[src/rtl/alu_control_md_if.sv]
// EX-stage bus between the pipeline and the ALU control / multiply-divide block.
// The pipeline side is the master; the control block is the slave.
interface alu_control_md_if #(
    parameter int WIDTH = 32,
    parameter int OP_W  = 4
);
    logic             ex_valid;
    logic [2:0]       ALUOp;
    logic [5:0]       funct;
    logic [WIDTH-1:0] rs_val;
    logic [WIDTH-1:0] rt_val;
    logic [OP_W-1:0]  operation;
    logic             Jr;
    logic             illegal;
    logic [WIDTH-1:0] hi;
    logic [WIDTH-1:0] lo;
    logic             md_busy;
    logic             md_done;
    logic             md_stall;

    modport master (
        output ex_valid, ALUOp, funct, rs_val, rt_val,
        input  operation, Jr, illegal, hi, lo, md_busy, md_done, md_stall
    );

    modport slave (
        input  ex_valid, ALUOp, funct, rs_val, rt_val,
        output operation, Jr, illegal, hi, lo, md_busy, md_done, md_stall
    );
endinterface

[src/rtl/alu_control_md.sv]
// ALU control decode plus an iterative multiply/divide engine with HI/LO and an EX stall.
// Define MIPS_MD_DIV_EN to build the restoring divider (DIV/DIVU); otherwise they decode as illegal.
module alu_control_md #(
    parameter int WIDTH = 32,
    parameter int OP_W  = 4
) (
    input  logic             clk,
    input  logic             rst_n,
    alu_control_md_if.slave  bus
);

    localparam int CNT_W = $clog2(WIDTH);

    localparam logic [1:0] S_IDLE = 2'd0;
    localparam logic [1:0] S_MUL  = 2'd1;
    localparam logic [1:0] S_DIV  = 2'd2;
    localparam logic [1:0] S_FIX  = 2'd3;

    localparam logic [OP_W-1:0] OP_AND = OP_W'(4'b0000);
    localparam logic [OP_W-1:0] OP_OR  = OP_W'(4'b0001);
    localparam logic [OP_W-1:0] OP_ADD = OP_W'(4'b0010);
    localparam logic [OP_W-1:0] OP_SUB = OP_W'(4'b0110);
    localparam logic [OP_W-1:0] OP_SLT = OP_W'(4'b0111);
    localparam logic [OP_W-1:0] OP_NOR = OP_W'(4'b1100);

    localparam logic [5:0] F_ADD   = 6'b100000;
    localparam logic [5:0] F_SUB   = 6'b100010;
    localparam logic [5:0] F_AND   = 6'b100100;
    localparam logic [5:0] F_OR    = 6'b100101;
    localparam logic [5:0] F_NOR   = 6'b100111;
    localparam logic [5:0] F_SLT   = 6'b101010;
    localparam logic [5:0] F_JR    = 6'b001000;
    localparam logic [5:0] F_MULT  = 6'b011000;
    localparam logic [5:0] F_MULTU = 6'b011001;
    localparam logic [5:0] F_DIV   = 6'b011010;
    localparam logic [5:0] F_DIVU  = 6'b011011;
    localparam logic [5:0] F_MFHI  = 6'b010000;
    localparam logic [5:0] F_MFLO  = 6'b010010;

`ifdef MIPS_MD_DIV_EN
    localparam bit DIV_EN = 1'b1;
`else
    localparam bit DIV_EN = 1'b0;
`endif

    logic [1:0]         state_q, state_d;
    logic [CNT_W-1:0]   cnt_q, cnt_d;
    logic [2*WIDTH:0]   p_q, p_d, mul_step, div_step;
    logic [WIDTH-1:0]   a_q, a_d;
    logic [WIDTH-1:0]   hi_q, hi_d, lo_q, lo_d;
    logic [WIDTH-1:0]   div_hi, div_lo;
    logic [WIDTH:0]     mul_sum;
    logic [2*WIDTH-1:0] mul_res;
    logic               sa_q, sa_d, sb_q, sb_d;
    logic               is_div_q, is_div_d;
    logic               done_q, done_d;

    logic             rtype, f_mul, f_div, f_mf, md_start, op_signed, busy;
    logic             rs_neg, rt_neg;
    logic [WIDTH-1:0] rs_mag, rt_mag;

    assign rtype     = (bus.ALUOp == 3'b010);
    assign f_mul     = (bus.funct == F_MULT) || (bus.funct == F_MULTU);
    assign f_div     = DIV_EN && ((bus.funct == F_DIV) || (bus.funct == F_DIVU));
    assign f_mf      = (bus.funct == F_MFHI) || (bus.funct == F_MFLO);
    assign op_signed = ~bus.funct[0];
    assign busy      = (state_q != S_IDLE);
    assign md_start  = (state_q == S_IDLE) && bus.ex_valid && rtype && (f_mul || f_div);

    // Engine works on magnitudes; signs are re-applied in FIX.
    assign rs_neg = op_signed & bus.rs_val[WIDTH-1];
    assign rt_neg = op_signed & bus.rt_val[WIDTH-1];
    assign rs_mag = rs_neg ? -bus.rs_val : bus.rs_val;
    assign rt_mag = rt_neg ? -bus.rt_val : bus.rt_val;

    always_comb begin
        bus.operation = OP_ADD;
        bus.Jr        = 1'b0;
        bus.illegal   = 1'b0;
        case (bus.ALUOp)
            3'b001: bus.operation = OP_SUB;
            3'b100: bus.operation = OP_AND;
            3'b101: bus.operation = OP_OR;
            3'b110: bus.operation = OP_SLT;
            3'b010: begin
                case (bus.funct)
                    F_ADD:   bus.operation = OP_ADD;
                    F_SUB:   bus.operation = OP_SUB;
                    F_AND:   bus.operation = OP_AND;
                    F_OR:    bus.operation = OP_OR;
                    F_NOR:   bus.operation = OP_NOR;
                    F_SLT:   bus.operation = OP_SLT;
                    F_JR:    bus.Jr        = 1'b1;
                    F_MULT, F_MULTU, F_MFHI, F_MFLO: bus.operation = OP_ADD;
                    F_DIV, F_DIVU: bus.illegal = !DIV_EN;
                    default: bus.illegal   = 1'b1;
                endcase
            end
            default: bus.operation = OP_ADD;
        endcase
    end

    // Shift-add: upper half accumulates the multiplicand, multiplier shifts out of the bottom.
    assign mul_sum  = p_q[2*WIDTH:WIDTH] + (p_q[0] ? {1'b0, a_q} : {(WIDTH+1){1'b0}});
    assign mul_step = {1'b0, mul_sum, p_q[WIDTH-1:1]};
    assign mul_res  = (sa_q ^ sb_q) ? -p_q[2*WIDTH-1:0] : p_q[2*WIDTH-1:0];

`ifdef MIPS_MD_DIV_EN
    logic [WIDTH-1:0] dvsr_q;
    logic [WIDTH:0]   div_shift, div_rem;
    logic             div_ge;
    logic [WIDTH-1:0] quo, rem;

    always_ff @(posedge clk) begin
        if (!rst_n)
            dvsr_q <= '0;
        else if (md_start)
            dvsr_q <= rt_mag;
    end

    // Restoring step: remainder in the upper half, quotient bits shift in at the bottom.
    assign div_shift = p_q[2*WIDTH-1:WIDTH-1];
    assign div_ge    = (div_shift >= {1'b0, dvsr_q});
    assign div_rem   = div_ge ? (div_shift - {1'b0, dvsr_q}) : div_shift;
    assign div_step  = {div_rem, p_q[WIDTH-2:0], div_ge};

    assign quo    = p_q[WIDTH-1:0];
    assign rem    = p_q[2*WIDTH-1:WIDTH];
    assign div_lo = (dvsr_q == '0) ? {WIDTH{1'b1}} : ((sa_q ^ sb_q) ? -quo : quo);
    assign div_hi = (dvsr_q == '0) ? (sa_q ? -a_q : a_q) : (sa_q ? -rem : rem);
`else
    assign div_step = p_q;
    assign div_lo   = lo_q;
    assign div_hi   = hi_q;
`endif

    always_comb begin
        state_d  = state_q;
        cnt_d    = cnt_q;
        p_d      = p_q;
        a_d      = a_q;
        sa_d     = sa_q;
        sb_d     = sb_q;
        is_div_d = is_div_q;
        hi_d     = hi_q;
        lo_d     = lo_q;
        done_d   = 1'b0;
        case (state_q)
            S_IDLE: begin
                if (md_start) begin
                    state_d  = f_div ? S_DIV : S_MUL;
                    is_div_d = f_div;
                    sa_d     = rs_neg;
                    sb_d     = rt_neg;
                    a_d      = rs_mag;
                    cnt_d    = '0;
                    p_d      = {{(WIDTH+1){1'b0}}, (f_div ? rs_mag : rt_mag)};
                end
            end
            S_MUL, S_DIV: begin
                p_d   = (state_q == S_DIV) ? div_step : mul_step;
                cnt_d = cnt_q + CNT_W'(1);
                if (cnt_q == CNT_W'(WIDTH-1))
                    state_d = S_FIX;
            end
            S_FIX: begin
                state_d = S_IDLE;
                done_d  = 1'b1;
                if (is_div_q) begin
                    hi_d = div_hi;
                    lo_d = div_lo;
                end else begin
                    {hi_d, lo_d} = mul_res;
                end
            end
            default: state_d = S_IDLE;
        endcase
    end

    always_ff @(posedge clk) begin
        if (!rst_n) begin
            state_q  <= S_IDLE;
            cnt_q    <= '0;
            p_q      <= '0;
            a_q      <= '0;
            sa_q     <= 1'b0;
            sb_q     <= 1'b0;
            is_div_q <= 1'b0;
            hi_q     <= '0;
            lo_q     <= '0;
            done_q   <= 1'b0;
        end else begin
            state_q  <= state_d;
            cnt_q    <= cnt_d;
            p_q      <= p_d;
            a_q      <= a_d;
            sa_q     <= sa_d;
            sb_q     <= sb_d;
            is_div_q <= is_div_d;
            hi_q     <= hi_d;
            lo_q     <= lo_d;
            done_q   <= done_d;
        end
    end

    assign bus.hi       = hi_q;
    assign bus.lo       = lo_q;
    assign bus.md_busy  = busy;
    assign bus.md_done  = done_q;
    assign bus.md_stall = bus.ex_valid && busy && rtype && (f_mul || f_div || f_mf);

endmodule
[src/flat_wrapper.sv]
// flat-port wrapper written by rule: the top's interface ports become plain ports
module alu_control_md_flat 
#(
    parameter int WIDTH = 32,
    parameter int OP_W  = 4
)
  (clk, rst_n, bus_ex_valid, bus_ALUOp, bus_funct, bus_rs_val, bus_rt_val, bus_operation, bus_Jr, bus_illegal, bus_hi, bus_lo, bus_md_busy, bus_md_done, bus_md_stall);
  alu_control_md_if #(.WIDTH(WIDTH), .OP_W(OP_W)) bus_i ();
  input  logic clk;
  input  logic rst_n;
  input wire logic [$bits(bus_i.ex_valid)-1:0] bus_ex_valid;
  input wire logic [$bits(bus_i.ALUOp)-1:0] bus_ALUOp;
  input wire logic [$bits(bus_i.funct)-1:0] bus_funct;
  input wire logic [$bits(bus_i.rs_val)-1:0] bus_rs_val;
  input wire logic [$bits(bus_i.rt_val)-1:0] bus_rt_val;
  output wire logic [$bits(bus_i.operation)-1:0] bus_operation;
  output wire logic [$bits(bus_i.Jr)-1:0] bus_Jr;
  output wire logic [$bits(bus_i.illegal)-1:0] bus_illegal;
  output wire logic [$bits(bus_i.hi)-1:0] bus_hi;
  output wire logic [$bits(bus_i.lo)-1:0] bus_lo;
  output wire logic [$bits(bus_i.md_busy)-1:0] bus_md_busy;
  output wire logic [$bits(bus_i.md_done)-1:0] bus_md_done;
  output wire logic [$bits(bus_i.md_stall)-1:0] bus_md_stall;
  assign bus_i.ex_valid = bus_ex_valid;
  assign bus_i.ALUOp = bus_ALUOp;
  assign bus_i.funct = bus_funct;
  assign bus_i.rs_val = bus_rs_val;
  assign bus_i.rt_val = bus_rt_val;
  assign bus_operation = bus_i.operation;
  assign bus_Jr = bus_i.Jr;
  assign bus_illegal = bus_i.illegal;
  assign bus_hi = bus_i.hi;
  assign bus_lo = bus_i.lo;
  assign bus_md_busy = bus_i.md_busy;
  assign bus_md_done = bus_i.md_done;
  assign bus_md_stall = bus_i.md_stall;
  alu_control_md #(.WIDTH(WIDTH), .OP_W(OP_W)) u_core (.clk(clk), .rst_n(rst_n), .bus(bus_i));
endmodule
[config.mk]
export PLATFORM = sky130hd
export DESIGN_NAME = alu_control_md_flat
export DESIGN_NICKNAME = d
export VERILOG_FILES = /design/src/rtl/alu_control_md_if.sv /design/src/rtl/alu_control_md.sv /design/src/flat_wrapper.sv
export SDC_FILE = /design/constraint.sdc
export NUM_CORES = 1
export LEC_CHECK = 0
export BUFFER_PORTS_ARGS = -buffer_cell sky130_fd_sc_hd__buf_4
export CAP_MARGIN = 30
export CORE_MARGIN = 2
export CORE_UTILIZATION = 65
export CTS_BUF_LIST = sky130_fd_sc_hd__clkbuf_2
export CTS_CLUSTER_DIAMETER = 200
export DETAILED_ROUTE_END_ITERATION = 6
export GPL_TIMING_DRIVEN = 0
export HOLD_SLACK_MARGIN = 0.05
export PLACE_DENSITY = 0.88
export RECOVER_POWER = 100
export SETUP_SLACK_MARGIN = 0.3
export SYNTH_ARGS = -nofsm -noshare
export SYNTH_HDL_FRONTEND = slang
export SYNTH_SLANG_ARGS = --single-unit
[constraint.sdc]
create_clock -name clk -period 4.8 [get_ports clk]
set_input_delay 0.72 -clock clk [delete_from_list [all_inputs] [get_ports clk]]
set_output_delay 0.72 -clock clk [all_outputs]
set_load 0.05 [all_outputs]
==> metrics.yaml <==
clock_network:
  clockRootBuffer: "clkbuf_2"
  cts_sinks: 170
  htreeDepth: 4
  cts_tree: "built"
  clk_pin_slew_ns: 0.25
  cts-buffers-inserted: 17
  cts_setup_buffers: 0
  cts_hold_buf: 0
  clk_path_buf_depth: 2
  cts_resized: 0
  clk_latency_ns: 0.80
yosys:
  syn_area_sq_um: 11200
  yosys_warnings: 0
  synth-main-ff-cell: "dfxtp_1"
  synth_top_family_by_area: "compound AO/OA/AOI/OAI gates"
  synthAdderAreaFrac_pct: 4.75
  synth_top_area_share_pct: 30.3
  synth_area_leader_cell: "dfxtp_1"
  synthMuxAreaShare_pct: 1.16
  ys_ff_latch: 170
  synthMostInstantiatedCell: "nand2_1"
  synth-simple-area-share_pct: 22.7
  synth_xor_area_share_pct: 10.7
  synth_edf_count: 0
  synth_compound_area_share_pct: 26.5
  syn_inst: 1407
  synth_fp_nets: 1525
  synthDistinctLibCells: 72
  synth_async_sr_flop_share_pct: 0
  avgSynthCellArea_sq_um: 7.97
  synth_commonest_cells: "nand2_1, dfxtp_1, o21ai_0"
  seq_area_frac_synth_pct: 30.3
  synthTopCellsByArea: "dfxtp_1, nand2_1, xor2_1"
floorplan:
  rows: 48
  die_y_microns: 135
  die_w_microns: 135
  die-area_sq_um: 18300
  fp.coreArea_sq_um: 17100
  num_io_pins: 149
  initial_core_util_pct: 65.8
route:
  wire_per_inst_microns: 18.0
  detail_route.iter0.violations: 1162
  via_count: 11400
  drtAntennaViolNets: 0
  viasPerCell: 6.29
  route.detailed.drc: 7
  drt-total-wl_mm: 32.5
  dr.pass1.iters: 7
status:
  outcome: "complete, but fails checks"
  violations: "DRC"
critical_path:
  startpoint_type: "flip-flop"
  required_ns: 5.49
  cp-end-kind: "flip-flop"
  arrival_ns: 4.74
  cp_max_fo: 9
  critPathKind: "reg2reg"
timing:
  fmax_mhz: 247
  finalSetupViolCount: 0
  skew_ns: 0.0548
  worst_pin_slew_ns: 1.13
  drv_slew: 0
  slew-limit-headroom_pct: 24.3
  final-hold-violation-count: 0
  setup_tns_ns: 0
  period_minus_slack_ns: 4.05
  grt_setup_unrepaired: "false"
  period_share_pct: 84.4
  setup_ws_ns: 0.750
power:
  vdd_drop_max_mv: 0.122
  power.density_nw_per_um2: 200
  p_int_uw: 1740
  clkPwrFrac_pct: 30.2
  comb_power_share_pct: 12.7
  swShare_pct: 30.2
  power_uw: 2490
  seq_power_share_pct: 57.1
  p_leak_uw: 0.00539
  p_switching_uw: 752
global_route:
  overflow: 0
  busiest_layer: "met2"
  track_usage_pct: 35.3
  gr-usage-met2_pct: 53.6
  antenna_found_initial: 1
  grt_pass1_vias: 10300
  grt_max_degree: 17
  grt_pass1_wl_mm: 51.9
  use_met3_pct: 8.16
  use_met1_pct: 49.9
run:
  max_cap_violations: 0
layout:
  multiInputGateArea_sq_um: 7310
  syn2layout_area_growth_pct: 11.2
  layout.filler_cells: 1515
  regArea_sq_um: 3400
  layout-drive-gt1-share_pct: 7.57
  final_nets: 1690
  utilization_pct: 73.1
place:
  place_hpwl_mm: 25.7
  gp_congestion: 1.01
  dp_slack_ns: 1.33
  port_buffers: 146
worst_hold_path:
  hp-class: "in2reg"
power by group through the flow:
stage | clock (uW) | sequential [uW] | combinational [uW]
CTS | 755 | 1420 | 314
floorplan | 0 | 1450 | 183
global placement | 0 | 1450 | 307
finish | 752 | 1420 | 315
detailed placement | 0 | 1450 | 313
global route | 805 | 1420 | 340
state kept, by name, indices dropped and copies added (netlist names):
register	flops
u_core.bus.lo	32
u_core.bus.md_done	1
u_core.state_q	2
u_core.sa_q	1
u_core.div_step	64
u_core.sb_q	1
u_core.bus.hi	32
u_core.a_q	32
u_core.cnt_q	5
worst max-delay path: stages (launching register included):
cell and delay [ns]:
dfxtp_1 0.46, or4_1 0.63, or4_2 0.57, clkbuf_1 0.25, nor4_1 0.99, nand4_1 0.37
o41ai_1 0.41, xor2_1 0.20, o21ai_0 0.09
cells by family (layout without fill, tap and decap cells):
group | after synthesis | count (layout)
mux | 13 | 13
compound gates | 438 | 438
xor+xnor | 137 | 137
simple gates | 499 | 499
fa+ha+maj | 42 | 42
flops | 170 | 170
buf+inv | 108 | 286
other cells | 0 | 1
cells in the final DEF (no fill, tap or decap), drive strengths merged, types with 5 or more instances in the layout:
master / count
nand2: 177
dfxtp: 170
clkbuf: 168
o21ai: 118
a21oi: 96
buf: 76
xor2: 73
nor2: 70
xnor2: 64
o211a: 53
and2: 45
ha: 41
nor3: 33
nor2b: 30
inv: 30
nand3: 28
o31ai: 25
o211ai: 22
or3: 22
nand2b: 20
a31oi: 20
o41ai: 16
nor4: 16
or4: 15
a22oi: 14
mux2i: 13
and3: 12
a21o: 12
nand4: 10
a22o: 10
a21boi: 10
clkinv: 8
nor4b: 5
nor3b: 5
a221oi: 5
metal layers:
| metal | up-vias | wire [microns] |
|---|---|---|
| met5 | - | 48 |
| met4 | 2 | 707 |
| met3 | 75 | 3760 |
| met2 | 646 | 13900 |
| met1 | 5209 | 14100 |
| li1 | 5453 | - |
stage by stage:
stage	cells	hold WS, ns	area [sq um]
finish	1811	0.236	12500
global route	1811	0.217	12500
CTS	1810	0.202	12800
detailed placement	1778	0.444	12600
global placement	1778	0.437	12600
floorplan	1407	0.464	11200
path summary, 6_finish.rpt:
check             slack [ns]                             end                            start  depth (start not counted)
setup reg to reg        0.75  u_core.bus.hi[20]$_SDFFE_PN0P_  u_core.div_step[9]$_SDFFE_PN0P_                          8
setup / recovery        0.75  u_core.bus.hi[20]$_SDFFE_PN0P_  u_core.div_step[9]$_SDFFE_PN0P_                          8
hold reg to reg         0.47  u_core.bus.hi[17]$_SDFFE_PN0P_   u_core.bus.hi[17]$_SDFFE_PN0P_                          2
hold / removal          0.24      u_core.a_q[0]$_SDFFE_PN0P_                    bus_rs_val[0]                          3
final cells by class:
cell class,instances,area share [%]
diodes,1,0.0201
plain buffers,83,2.64
clock buffers,17,0.682
clock inverters,15,1.14
inverters,25,0.752
multi-input cells,1129,58.6
flip-flops and latches,170,27.3
well taps,225,2.26
repair buffers,146,6.59
No activity file was read; power rests on OpenSTA's default activity.
